## config.mk

```make
export PLATFORM = sky130hd
export DESIGN_NAME = dmi_debug_module_flat
export DESIGN_NICKNAME = d
export VERILOG_FILES = /design/src/rtl/dm_pkg.sv /design/src/rtl/dmi_debug_module_if.sv /design/src/rtl/dm_abstract.sv /design/src/rtl/dmi_debug_module.sv /design/src/flat_wrapper.sv
export SDC_FILE = /design/constraint.sdc
export NUM_CORES = 1
export LEC_CHECK = 0
export CAP_MARGIN = 20
export CORE_ASPECT_RATIO = 0.9
export CORE_UTILIZATION = 41
export CTS_CLUSTER_SIZE = 28
export DETAILED_ROUTE_END_ITERATION = 10
export PLACE_DENSITY = 0.76
export SETUP_SLACK_MARGIN = 0.4
export SKIP_CTS_REPAIR_TIMING = 1
export SLEW_MARGIN = 30
export SYNTH_ARGS = -nofsm -noshare
export SYNTH_HDL_FRONTEND = slang
export SYNTH_SLANG_ARGS = --single-unit
export TNS_END_PERCENT = 50
```

## constraint.sdc

```tcl
create_clock -name clk -period 2.7 [get_ports clk]
set_clock_uncertainty 0.2 [all_clocks]
set_input_delay 0.54 -clock clk [delete_from_list [all_inputs] [get_ports clk]]
set_output_delay 0.54 -clock clk [all_outputs]
set_load 0.01 [all_outputs]
```

## src/rtl/dm_pkg.sv

```systemverilog
// Shared definitions for the DMI debug module.
//   - DM register addresses on the DMI bus
//   - abstractcs.cmderr encodings
//   - dmcontrol / command field bit positions
//   - abstract command FSM state type
//   - helpers that assemble the read-only status words
package dm_pkg;

    localparam logic [6:0] DM_DATA0      = 7'h04;
    localparam logic [6:0] DM_DMCONTROL  = 7'h10;
    localparam logic [6:0] DM_DMSTATUS   = 7'h11;
    localparam logic [6:0] DM_ABSTRACTCS = 7'h16;
    localparam logic [6:0] DM_COMMAND    = 7'h17;

    localparam logic [2:0] CMDERR_NONE       = 3'd0;
    localparam logic [2:0] CMDERR_BUSY       = 3'd1;
    localparam logic [2:0] CMDERR_NOTSUP     = 3'd2;
    localparam logic [2:0] CMDERR_HALTRESUME = 3'd4;

    localparam int DMC_HALTREQ   = 31;
    localparam int DMC_RESUMEREQ = 30;
    localparam int DMC_NDMRESET  = 1;
    localparam int DMC_DMACTIVE  = 0;

    localparam int CMD_TYPE_LSB    = 24;
    localparam int CMD_AARSIZE_LSB = 20;
    localparam int CMD_TRANSFER    = 17;
    localparam int CMD_WRITE       = 16;

    localparam logic [2:0]  AARSIZE_32    = 3'd2;
    // GPRs x0..x31 live at regno 0x1000..0x101F: upper bits fixed, low 5 bits index
    localparam logic [10:0] REGNO_GPR_HI  = 11'h080;

    typedef enum logic {
        ABS_IDLE = 1'b0,
        ABS_REQ  = 1'b1
    } abs_state_e;

    function automatic logic [31:0] dmstatus_word(input logic halted, input logic resumeack);
        logic [31:0] w;
        w       = 32'd0;
        w[3:0]  = 4'd2;
        w[7]    = 1'b1;
        w[8]    = halted;
        w[9]    = halted;
        w[10]   = !halted;
        w[11]   = !halted;
        w[16]   = resumeack;
        w[17]   = resumeack;
        return w;
    endfunction

    function automatic logic [31:0] abstractcs_word(input logic busy, input logic [2:0] cmderr);
        logic [31:0] w;
        w       = 32'd0;
        w[3:0]  = 4'd1;
        w[10:8] = cmderr;
        w[12]   = busy;
        return w;
    endfunction

endpackage

```

## src/rtl/dmi_debug_module_if.sv

```systemverilog
// DMI request/response bundle between the debug transport (master) and
// the debug module (slave).
//   dmi_valid  one-cycle request strobe
//   dmi_wr     1 = write, 0 = read
//   dmi_addr   DM register address
//   dmi_wdata  write data
//   dmi_rdata  registered read data, held until the next read
interface dmi_debug_module_if;
    logic        dmi_valid;
    logic        dmi_wr;
    logic [6:0]  dmi_addr;
    logic [31:0] dmi_wdata;
    logic [31:0] dmi_rdata;

    modport master (
        output dmi_valid, dmi_wr, dmi_addr, dmi_wdata,
        input  dmi_rdata
    );

    modport slave (
        input  dmi_valid, dmi_wr, dmi_addr, dmi_wdata,
        output dmi_rdata
    );
endinterface

```

## src/rtl/dm_abstract.sv

```systemverilog
// Abstract command engine: validates command writes, owns abstractcs.cmderr,
// and runs the IDLE/REQ FSM that drives the GPR access handshake.
//   kill        clear everything (DM inactive or being deactivated)
//   cmd_wr      command register write, cmd_wdata its value
//   cs_wr       abstractcs write, cs_w1c the cmderr write-1-to-clear bits
//   data0_wr    data0 write (an error while busy)
//   data0       current data0, captured as ar_wdata at launch
//   busy        abstractcs.busy
//   cmderr      abstractcs.cmderr
//   ar_*        GPR access port to the core
//   load_data0  completed read: top loads data0 from ar_rdata
module dm_abstract
    import dm_pkg::*;
(
    input  logic        clk,
    input  logic        resetn,
    input  logic        kill,
    input  logic        hart_halted,
    input  logic        cmd_wr,
    input  logic [31:0] cmd_wdata,
    input  logic        cs_wr,
    input  logic [2:0]  cs_w1c,
    input  logic        data0_wr,
    input  logic [31:0] data0,
    input  logic        ar_ready,
    output logic        busy,
    output logic [2:0]  cmderr,
    output logic        ar_valid,
    output logic        ar_write,
    output logic [4:0]  ar_regno,
    output logic [31:0] ar_wdata,
    output logic        load_data0
);

    abs_state_e  state_q, state_n;
    logic [2:0]  cmderr_q, cmderr_n;
    logic        launch;
    logic        cmd_supported;
    logic        cmd_unused;

    // Command bits 23 and 19:18 carry no function in this subset
    assign cmd_unused = ^{cmd_wdata[23], cmd_wdata[19:18]};

    assign cmd_supported = (cmd_wdata[CMD_TYPE_LSB +: 8] == 8'd0)
                        && (cmd_wdata[CMD_AARSIZE_LSB +: 3] == AARSIZE_32)
                        && (cmd_wdata[15:5] == REGNO_GPR_HI);

    assign busy       = (state_q == ABS_REQ);
    assign cmderr     = cmderr_q;
    assign ar_valid   = busy;
    assign load_data0 = busy && ar_ready && !ar_write && !kill;

    always_ff @(posedge clk) begin
        if (!resetn) begin
            state_q  <= ABS_IDLE;
            cmderr_q <= CMDERR_NONE;
        end else begin
            state_q  <= state_n;
            cmderr_q <= cmderr_n;
        end
    end

    always_comb begin
        state_n  = state_q;
        cmderr_n = cmderr_q;
        launch   = 1'b0;
        if (kill) begin
            state_n  = ABS_IDLE;
            cmderr_n = CMDERR_NONE;
        end else begin
            if (state_q == ABS_REQ && ar_ready)
                state_n = ABS_IDLE;

            // a sticky error blocks all further commands until cleared
            if (cmd_wr && cmderr_q == CMDERR_NONE) begin
                if (state_q == ABS_REQ)
                    cmderr_n = CMDERR_BUSY;
                else if (!cmd_supported)
                    cmderr_n = CMDERR_NOTSUP;
                else if (!hart_halted)
                    cmderr_n = CMDERR_HALTRESUME;
                else if (cmd_wdata[CMD_TRANSFER]) begin
                    launch  = 1'b1;
                    state_n = ABS_REQ;
                end
            end

            if (data0_wr && state_q == ABS_REQ && cmderr_q == CMDERR_NONE)
                cmderr_n = CMDERR_BUSY;

            if (cs_wr)
                cmderr_n = cmderr_q & ~cs_w1c;
        end
    end

    // Access descriptor is captured once at launch and held through REQ
    always_ff @(posedge clk) begin
        if (!resetn || kill) begin
            ar_write <= 1'b0;
            ar_regno <= 5'd0;
            ar_wdata <= 32'd0;
        end else if (launch) begin
            ar_write <= cmd_wdata[CMD_WRITE];
            ar_regno <= cmd_wdata[4:0];
            ar_wdata <= data0;
        end
    end

endmodule

```

## src/rtl/dmi_debug_module.sv

```systemverilog
// Minimal RISC-V Debug Module (0.13 subset, one hart) on the responder side
// of the DMI bus. Implements data0, dmcontrol, dmstatus, abstractcs, command.
// Optional feature macro: DM_NDMRESET_EN makes dmcontrol.ndmreset RW and
// drives the ndmreset port; otherwise the bit reads 0 and ndmreset is 0.
//   clk, resetn      clock, synchronous active-low reset
//   dmi              DMI slave port (request strobe, addr, data, held rdata)
//   hart_halted      core is in debug mode
//   halt_req         level, mirrors dmcontrol.haltreq
//   resume_req       level, held until the hart leaves debug mode
//   ar_valid/ar_write/ar_regno/ar_wdata/ar_ready/ar_rdata  GPR access port
//   ndmreset         system reset request
module dmi_debug_module
    import dm_pkg::*;
(
    input  logic                    clk,
    input  logic                    resetn,
    dmi_debug_module_if.slave       dmi,
    input  logic                    hart_halted,
    output logic                    halt_req,
    output logic                    resume_req,
    output logic                    ar_valid,
    output logic                    ar_write,
    output logic [4:0]              ar_regno,
    output logic [31:0]             ar_wdata,
    input  logic                    ar_ready,
    input  logic [31:0]             ar_rdata,
    output logic                    ndmreset
);

    logic        dmactive_q;
    logic        haltreq_q;
    logic        ndmreset_q;
    logic        resume_req_q;
    logic        resumeack_q;
    logic [31:0] data0_q;
    logic [31:0] rd_word;

    logic        req_wr, req_rd;
    logic        wr_ctrl, wr_data0, wr_cs, wr_cmd;
    logic        kill;
    logic        busy;
    logic [2:0]  cmderr;
    logic        load_data0;

    assign req_wr  = dmi.dmi_valid && dmi.dmi_wr;
    assign req_rd  = dmi.dmi_valid && !dmi.dmi_wr;
    assign wr_ctrl = req_wr && (dmi.dmi_addr == DM_DMCONTROL);

    // While inactive, or in the cycle dmactive is being cleared, every DM
    // register is forced to 0 and only dmactive itself can change.
    assign kill = !dmactive_q || (wr_ctrl && !dmi.dmi_wdata[DMC_DMACTIVE]);

    assign wr_data0 = req_wr && !kill && (dmi.dmi_addr == DM_DATA0);
    assign wr_cs    = req_wr && !kill && (dmi.dmi_addr == DM_ABSTRACTCS);
    assign wr_cmd   = req_wr && !kill && (dmi.dmi_addr == DM_COMMAND);

    assign halt_req   = haltreq_q;
    assign resume_req = resume_req_q;
    assign ndmreset   = ndmreset_q;

    dm_abstract u_abstract (
        .clk         (clk),
        .resetn      (resetn),
        .kill        (kill),
        .hart_halted (hart_halted),
        .cmd_wr      (wr_cmd),
        .cmd_wdata   (dmi.dmi_wdata),
        .cs_wr       (wr_cs),
        .cs_w1c      (dmi.dmi_wdata[10:8]),
        .data0_wr    (wr_data0),
        .data0       (data0_q),
        .ar_ready    (ar_ready),
        .busy        (busy),
        .cmderr      (cmderr),
        .ar_valid    (ar_valid),
        .ar_write    (ar_write),
        .ar_regno    (ar_regno),
        .ar_wdata    (ar_wdata),
        .load_data0  (load_data0)
    );

    always_ff @(posedge clk) begin
        if (!resetn)
            dmactive_q <= 1'b0;
        else if (wr_ctrl)
            dmactive_q <= dmi.dmi_wdata[DMC_DMACTIVE];
    end

    always_ff @(posedge clk) begin
        if (!resetn || kill)
            haltreq_q <= 1'b0;
        else if (wr_ctrl)
            haltreq_q <= dmi.dmi_wdata[DMC_HALTREQ];
    end

`ifdef DM_NDMRESET_EN
    always_ff @(posedge clk) begin
        if (!resetn || kill)
            ndmreset_q <= 1'b0;
        else if (wr_ctrl)
            ndmreset_q <= dmi.dmi_wdata[DMC_NDMRESET];
    end
`else
    assign ndmreset_q = 1'b0;
`endif

    // A resume request together with a halt request is dropped; otherwise it
    // is held until the hart reports running, which is the acknowledge.
    always_ff @(posedge clk) begin
        if (!resetn || kill) begin
            resume_req_q <= 1'b0;
            resumeack_q  <= 1'b0;
        end else if (wr_ctrl && dmi.dmi_wdata[DMC_RESUMEREQ] && !dmi.dmi_wdata[DMC_HALTREQ]) begin
            resume_req_q <= 1'b1;
            resumeack_q  <= 1'b0;
        end else if (resume_req_q && !hart_halted) begin
            resume_req_q <= 1'b0;
            resumeack_q  <= 1'b1;
        end
    end

    always_ff @(posedge clk) begin
        if (!resetn || kill)
            data0_q <= 32'd0;
        else if (load_data0)
            data0_q <= ar_rdata;
        else if (wr_data0 && !busy)
            data0_q <= dmi.dmi_wdata;
    end

    always_comb begin
        rd_word = 32'd0;
        if (dmactive_q) begin
            case (dmi.dmi_addr)
                DM_DATA0:      rd_word = data0_q;
                DM_DMCONTROL: begin
                    rd_word[DMC_HALTREQ]  = haltreq_q;
                    rd_word[DMC_NDMRESET] = ndmreset_q;
                    rd_word[DMC_DMACTIVE] = dmactive_q;
                end
                DM_DMSTATUS:   rd_word = dmstatus_word(hart_halted, resumeack_q);
                DM_ABSTRACTCS: rd_word = abstractcs_word(busy, cmderr);
                default:       rd_word = 32'd0;
            endcase
        end
    end

    // Read data reflects state before this cycle's write effects
    always_ff @(posedge clk) begin
        if (!resetn)
            dmi.dmi_rdata <= 32'd0;
        else if (req_rd)
            dmi.dmi_rdata <= rd_word;
    end

endmodule

```

## src/flat_wrapper.sv

```systemverilog
// flat-port wrapper written by rule: the top's interface ports become plain ports
module dmi_debug_module_flat import dm_pkg::*;
  (clk, resetn, hart_halted, halt_req, resume_req, ar_valid, ar_write, ar_regno, ar_wdata, ar_ready, ar_rdata, ndmreset, dmi_dmi_valid, dmi_dmi_wr, dmi_dmi_addr, dmi_dmi_wdata, dmi_dmi_rdata);
  dmi_debug_module_if dmi_i ();
  input  logic clk;
  input  logic resetn;
  input  logic hart_halted;
  output logic halt_req;
  output logic resume_req;
  output logic ar_valid;
  output logic ar_write;
  output logic [4:0] ar_regno;
  output logic [31:0] ar_wdata;
  input  logic ar_ready;
  input  logic [31:0] ar_rdata;
  output logic ndmreset;
  input wire logic [$bits(dmi_i.dmi_valid)-1:0] dmi_dmi_valid;
  input wire logic [$bits(dmi_i.dmi_wr)-1:0] dmi_dmi_wr;
  input wire logic [$bits(dmi_i.dmi_addr)-1:0] dmi_dmi_addr;
  input wire logic [$bits(dmi_i.dmi_wdata)-1:0] dmi_dmi_wdata;
  output wire logic [$bits(dmi_i.dmi_rdata)-1:0] dmi_dmi_rdata;
  assign dmi_i.dmi_valid = dmi_dmi_valid;
  assign dmi_i.dmi_wr = dmi_dmi_wr;
  assign dmi_i.dmi_addr = dmi_dmi_addr;
  assign dmi_i.dmi_wdata = dmi_dmi_wdata;
  assign dmi_dmi_rdata = dmi_i.dmi_rdata;
  dmi_debug_module u_core (.clk(clk), .resetn(resetn), .dmi(dmi_i), .hart_halted(hart_halted), .halt_req(halt_req), .resume_req(resume_req), .ar_valid(ar_valid), .ar_write(ar_write), .ar_regno(ar_regno), .ar_wdata(ar_wdata), .ar_ready(ar_ready), .ar_rdata(ar_rdata), .ndmreset(ndmreset));
endmodule
```

# Word-level counts from Yosys, hierarchy flattened
# Index checks and enable logic that the tools add are counted.
dict set report totals {
  regBits 110
  output_inout_bits 74
  input_bits 77
}
dict set report op_classes {
  n_reduce_logical 40
  muxes 26
  eq_ne 8
  bitwise_logic 3
}
# op n
set ops {}
lappend ops {{$mux 32} 3}
lappend ops {{$pmux 29 s3} 1}
lappend ops {{$eq 7x5->1 const B} 4}
lappend ops {{$logic_and 1x1->1} 20}
lappend ops {{$mux 3} 6}
lappend ops {{$mux 1} 14}
lappend ops {{$eq 11x8->1 const B} 1}
lappend ops {{$logic_not 1->1} 9}
lappend ops {{$logic_not 8->1} 1}
lappend ops {{$eq 7x3->1 const B} 1}
lappend ops {{$pmux 2 s3} 1}
lappend ops {{$reduce_or 2->1} 3}
lappend ops {{$ne 5x4->1 const B} 1}
lappend ops {{$reduce_bool 2->1} 2}
lappend ops {{$and 3x3->3} 1}
lappend ops {{$eq 3x2->1 const B} 1}
lappend ops {{$logic_not 3->1} 1}
lappend ops {{$not 3->3} 1}
lappend ops {{$reduce_bool 3->1} 1}
lappend ops {{$logic_or 1x1->1} 2}
lappend ops {{$pmux 1 s2} 1}
lappend ops {{$reduce_and 2->1} 1}
lappend ops {{$not 1->1} 1}

# Depth between registers and ports, before layout
dict set report depth {
  ltp_word 11
  mapped_depth 7
  depth_no_buf 5
}

# Hierarchy
# Synthesis repeated with hierarchy kept, for this count alone.
dict set report hier_totals {
  hier_cells 553
  area_unflattened_um2 4782.1
}
# mod seq_area_each_um2 instances area_per_inst_um2 cells_per_inst
set modules_own_cells {}
lappend modules_own_cells {dmi_debug_module 1361.3 1 2956.6 336}
lappend modules_own_cells {dm_abstract 840.8 1 1825.5 217}

# Worst setup path before layout
# OpenSTA, ideal clock, no wires.
dict set report synth_path {
  path_type {input to register}
  from {input dmi_dmi_addr[6]}
  to {register u_core.u_abstract.ar_regno[0]}
  stages 7
  arrival_time_ns 2.263
  t_required_ns 2.383
  setup_ns 0.117
  setup_slack_ns 0.119
  cell_sequence {or3b_1 or4_4 nor4_4 buf_6 buf_8 mux2i_1 nor2_1}
}
dict set report synth_between {
  elab_chain_cells 10
  word_cells_on_any_way 12
}
# element line
set synth_rtl {}
lappend synth_rtl {{start: declaration} flat_wrapper.sv:19} ;# input wire logic [$bits(dmi_i.dmi_addr)-1:0] dmi_dmi_addr;
lappend synth_rtl {{$eq 7x5->1} dmi_debug_module.sv:47} ;# assign wr_ctrl = req_wr && (dmi.dmi_addr == DM_DMCONTROL);
lappend synth_rtl {{$logic_and 1x1->1} dmi_debug_module.sv:47}
lappend synth_rtl {{$logic_and 1x1->1} dmi_debug_module.sv:51} ;# assign kill = !dmactive_q || (wr_ctrl && !dmi.dmi_wdata[DMC_DMACTIVE]);
lappend synth_rtl {{$logic_or 1x1->1} dmi_debug_module.sv:51}
lappend synth_rtl {{$logic_not 1->1} dmi_debug_module.sv:55} ;# assign wr_cmd = req_wr && !kill && (dmi.dmi_addr == DM_COMMAND);
lappend synth_rtl {{$logic_and 1x1->1 (2 in series)} dmi_debug_module.sv:55}
lappend synth_rtl {{$logic_and 1x1->1} dm_abstract.sv:75} ;# if (cmd_wr && cmderr_q == CMDERR_NONE) begin
lappend synth_rtl {{$mux 1} dm_abstract.sv:75}
lappend synth_rtl {{$mux 1} dm_abstract.sv:67} ;# if (kill) begin
lappend synth_rtl {{end signal: assignment} dm_abstract.sv:104} ;# ar_regno <= cmd_wdata[4:0];
lappend synth_rtl {{end: declaration} dm_abstract.sv:30} ;# output logic [4:0] ar_regno,
# Several ways; a longest one is shown, not always the timed one.
# A chain may end at the register's enable or synchronous reset.

# Worst setup path after layout
dict set report layout_path {
  from {input dmi_dmi_addr[6]}
  to {register u_core.u_abstract.ar_wdata[1]}
}
dict set report layout_between {
  elab_chain_cells 10
  word_cells_on_any_way 12
}
# element line
set layout_rtl {}
lappend layout_rtl {{$eq 7x5->1} dmi_debug_module.sv:47}
lappend layout_rtl {{$logic_and 1x1->1} dmi_debug_module.sv:47}
lappend layout_rtl {{$logic_and 1x1->1} dmi_debug_module.sv:51}
lappend layout_rtl {{$logic_or 1x1->1} dmi_debug_module.sv:51}
lappend layout_rtl {{$logic_not 1->1} dmi_debug_module.sv:55}
lappend layout_rtl {{$logic_and 1x1->1 (2 in series)} dmi_debug_module.sv:55}
lappend layout_rtl {{$logic_and 1x1->1} dm_abstract.sv:75}
lappend layout_rtl {{$mux 1} dm_abstract.sv:75}
lappend layout_rtl {{$mux 1} dm_abstract.sv:67}
lappend layout_rtl {{end signal: assignment} dm_abstract.sv:105} ;# ar_wdata <= data0;
lappend layout_rtl {{end: declaration} dm_abstract.sv:31} ;# output logic [31:0] ar_wdata,
# Several ways; a longest one is shown, not always the timed one.

==> impl_table.tex <==
\begin{tabular}{lr}
\hline
Metric & Value \\
\hline
\multicolumn{2}{l}{\textbf{Run status}} \\
\quad Result of the run & finished, final reports clean \\
\multicolumn{2}{l}{\textbf{Floorplan}} \\
\quad Top Ports & $\sim$150 \\
\quad Die area & between 10,000 and 15,000 um\^{}2 \\
\quad Die Width & 113 um \\
\quad Core box area & around 11,000 um\^{}2 \\
\quad Initial core utilization & a little over two fifths \\
\quad Chip Height & between 100 and 150 um \\
\quad Number of placement rows & 36 \\
\multicolumn{2}{l}{\textbf{CTS}} \\
\quad Total clock buffers created by CTS & 9 \\
\quad TritonCTS clock tree & yes \\
\quad Number of sinks on the clock net & 110 \\
\quad Maximum clock insertion buffer count & 2 \\
\quad Master cell of the clock root buffer & clkbuf\_16 \\
\quad CTS H-tree lvls & 3 \\
\quad Clock latency reported for the late side of the worst-skew pair & between 0.3 and 0.4 ns \\
\quad Clk slew on worst S/H paths & 0.07 ns \\
\multicolumn{2}{l}{\textbf{Routing}} \\
\quad DRC Markers & 0 \\
\quad Remaining antenna violation count & 0 \\
\quad Initial drt markers & 302 \\
\quad Total wire length & between 15,000 and 20,000 um \\
\quad Post-detailed-route via-to-cell ratio & roughly 5.6 \\
\quad First-pass DRT Iterations & 5 \\
\quad Via count & $\sim$4,600 \\
\quad Drt wl/cell & 18.5 um \\
\multicolumn{2}{l}{\textbf{Yosys}} \\
\quad Number of standard cells after synthesis & roughly 490 \\
\quad Nets in the synthesized netlist & between 500 and 600 \\
\quad Share of async-settable or async-resettable flops after synthesis & 0\% \\
\quad Portion of the post-synthesis area used by sequential elements & 48.4\% \\
\quad Synth unique cells & 48 \\
\quad Flops \& latches, synth & 110 \\
\quad Cell area after technology mapping & roughly 4600 um\^{}2 \\
\quad Cell with the most instances after synthesis & dfxtp\_1 \\
\quad Main area contributors after synthesis & dfxtp\_1, mux2i\_1, a22oi\_1 \\
\quad Commonest cells in the synthesized netlist & dfxtp\_1, a22oi\_1, mux2i\_1 \\
\quad Yosys warnings & 0 \\
\quad Post-synth top flop & dfxtp\_1 \\
\quad Library cell occupying the most area in the post-synthesis netlist & dfxtp\_1 \\
\quad Number of enable flip-flop cells after synthesis & 0 \\
\quad Mean area per synthesized cell & 9.33 um\^{}2 \\
\quad Post-synth top area share & approximately half \\
\multicolumn{2}{l}{\textbf{Timing}} \\
\quad Setup repair after global routing missed its margin & true \\
\quad Fmax & about 390 MHz \\
\quad Final hold violation count & 0 \\
\quad Final worst path period share & 95.7\% \\
\quad Final number of max-transition violations & 0 \\
\quad Setup slack of the critical path after layout & $\sim$0.12 ns \\
\quad Final Setup Violations & 0 \\
\quad Final critical path time including I/O delays and setup & around 2.6 ns \\
\multicolumn{2}{l}{\textbf{Setup path}} \\
\quad Type of element launching the critical path & primary input \\
\quad Data required time of the critical path & about 2.7 ns \\
\quad Cell depth of the worst flop-to-flop path & 7 \\
\quad Arr. time, crit path & roughly 2.6 ns \\
\quad Delay contributed by the slowest stage of the critical path & 0.58 ns \\
\quad Chain of cells forming the critical path & dlymetal6s2s\_1 -> or3b\_4 -> or4\_4 -> nor4\_4 -> buf\_6 -> clkbuf\_16 -> mux2i\_1 -> nor2\_1 \\
\quad Cell at the slowest stage of the critical path & or4\_4 \\
\quad Critical setup path kind & in -> reg \\
\quad Kind of end point of the critical path & flip-flop \\
\quad Highest fanout seen on the critical path & 6 \\
\multicolumn{2}{l}{\textbf{Global route}} \\
\quad Antenna violations before repair & 0 \\
\quad All-layer global routing usage & between 20 and 30\% \\
\quad Global-route wire length before repair & 22,300 um \\
\quad Maximum number of pins on one net before global-route repair & 34 \\
\quad Number of global-route vias before repair & roughly 4,500 \\
\quad Total gr overflow & 0 \\
\multicolumn{2}{l}{\textbf{Hold path}} \\
\quad Tightest Hold Check Type & reg -> reg \\
\quad Worst hold path stage count & 2 \\
\multicolumn{2}{l}{\textbf{Final layout}} \\
\quad Layout net count & 765 \\
\quad Final core utilization & between 60\% and 70\% \\
\quad Sequential cell area & $\sim$2200 um\^{}2 \\
\quad Share of final-layout standard cells stronger than drive strength 1 & between 15 and 20\% \\
\quad Relative area change from synthesis to final layout & 60.1\% \\
\quad Area of combinational cells with multiple inputs & between 2000 and 2500 um\^{}2 \\
\quad FILL cells & 822 \\
\quad Antenna fix cells & 0 \\
\quad Post-Layout Inst Area & approximately 7300 um\^{}2 \\
\multicolumn{2}{l}{\textbf{Placed design}} \\
\quad Placed standard-cell area & $\sim$6700 um\^{}2 \\
\quad Placement-stage worst setup slack & -0.478 ns \\
\quad Count of buffers inserted at the top-level ports & $\sim$150 \\
\quad DP Wirelength & about 11,000 um \\
\quad Routability cong. & approximately 0.88 \\
\multicolumn{2}{l}{\textbf{Power}} \\
\quad IR drop worst, VDD & a little under 0.0003 V \\
\quad Leakage & about 2.6 nW \\
\quad Power Dens Cells & about 420 nW/um\^{}2 \\
\multicolumn{2}{l}{\textbf{Job}} \\
\quad Max capacitance violation total & 0 \\
\hline
\end{tabular}
==> per-layer routing <==
| metal | global-route usage, % | wire length [um] | vias up |
|---|---|---|---|
| li1 | - | - | 2167 |
| met1 | 30.1 | 6220 | 2199 |
| met2 | 43.0 | 7430 | 213 |
| met3 | 6.11 | 1090 | 37 |
| met4 | 11.4 | 489 | 0 |
| met5 | 0 | 0 | - |
==> power by group <==
group          leakage, nW  total (mW)  internal (mW)  switching (mW)
sequential           0.886        1.62           1.62       0.0000136
combinational         1.57       0.211          0.130          0.0815
clock                0.138        1.24          0.632           0.609
total                 2.59        3.07           2.38           0.691
==> final timing paths <==
path / startpoint / to / slack [ns]
worst max-delay path: dmi_dmi_addr[6] / u_core.u_abstract.ar_wdata[1] / 0.12
worst max register to register: u_core.u_abstract.cmderr[1] / u_core.u_abstract.ar_wdata[1] / 0.12
worst min-delay path: u_core.dmi.dmi_rdata[0] / u_core.dmi.dmi_rdata[0] / 0.26
worst min register to register: u_core.dmi.dmi_rdata[0] / u_core.dmi.dmi_rdata[0] / 0.26
==> registers in the layout (all words and copies together), names as in the netlist, 3 cells and up <==
signal                      cells
u_core.u_abstract.ar_wdata     32
u_core.u_abstract.ar_regno      5
u_core.dmi.dmi_rdata           32
u_core.data0_q                 32
u_core.u_abstract.cmderr        3
==> worst max-delay path: cells and delay by family <==
family                 cells  cell delay [ns]
buffers and inverters      3             0.51
and+or+nand+nor            4             1.37
muxes                      1             0.20
==> cell usage in the layout, fill, tap and decap left out, types with 24 or more instances in the layout <==
master and n:
a22oi_1 50, nand3_1 25, mux2i_1 49, buf_4 61
nor2_1 46, a21oi_1 39, dfxtp_1 108, dlymetal6s2s_1 29
nor2b_1 24, clkdlybuf4s50_1 120
==> cell families after synthesis <==
group / count (synthesis) / synth area share (%)
AOI/OAI and AO/OA: 125 / 17.5
and+or+nand+nor: 163 / 18.9
muxes: 50 / 11.0
other: 1 / 0.0824
DFF: 110 / 48.4
buffers and inverters: 39 / 4.10
==> per-stage QoR <==
stage	setup TNS (ns)	hold WS, ns	instances	power [mW]
4_1_cts	-3.35	0.264	813	3.08
2_1_floorplan	0	0.260	488	1.69
3_3_place_gp	-27.79	0.245	798	1.86
5_1_grt	0	0.279	825	3.15
3_5_place_dp	-29.10	0.255	798	1.86
6_report	0	0.259	825	3.07
==> layout make-up <==
type,instances,share of cell area [%]
Timing Repair Buffer,225,31.8
Multi-Input combinational cell,339,31.7
Sequential cell,110,30.3
Clock buffer,9,3.09
Tap cell,133,2.28
Clock inverter,6,0.652
Inverter,3,0.155
No activity file was read; power rests on OpenSTA's default activity.
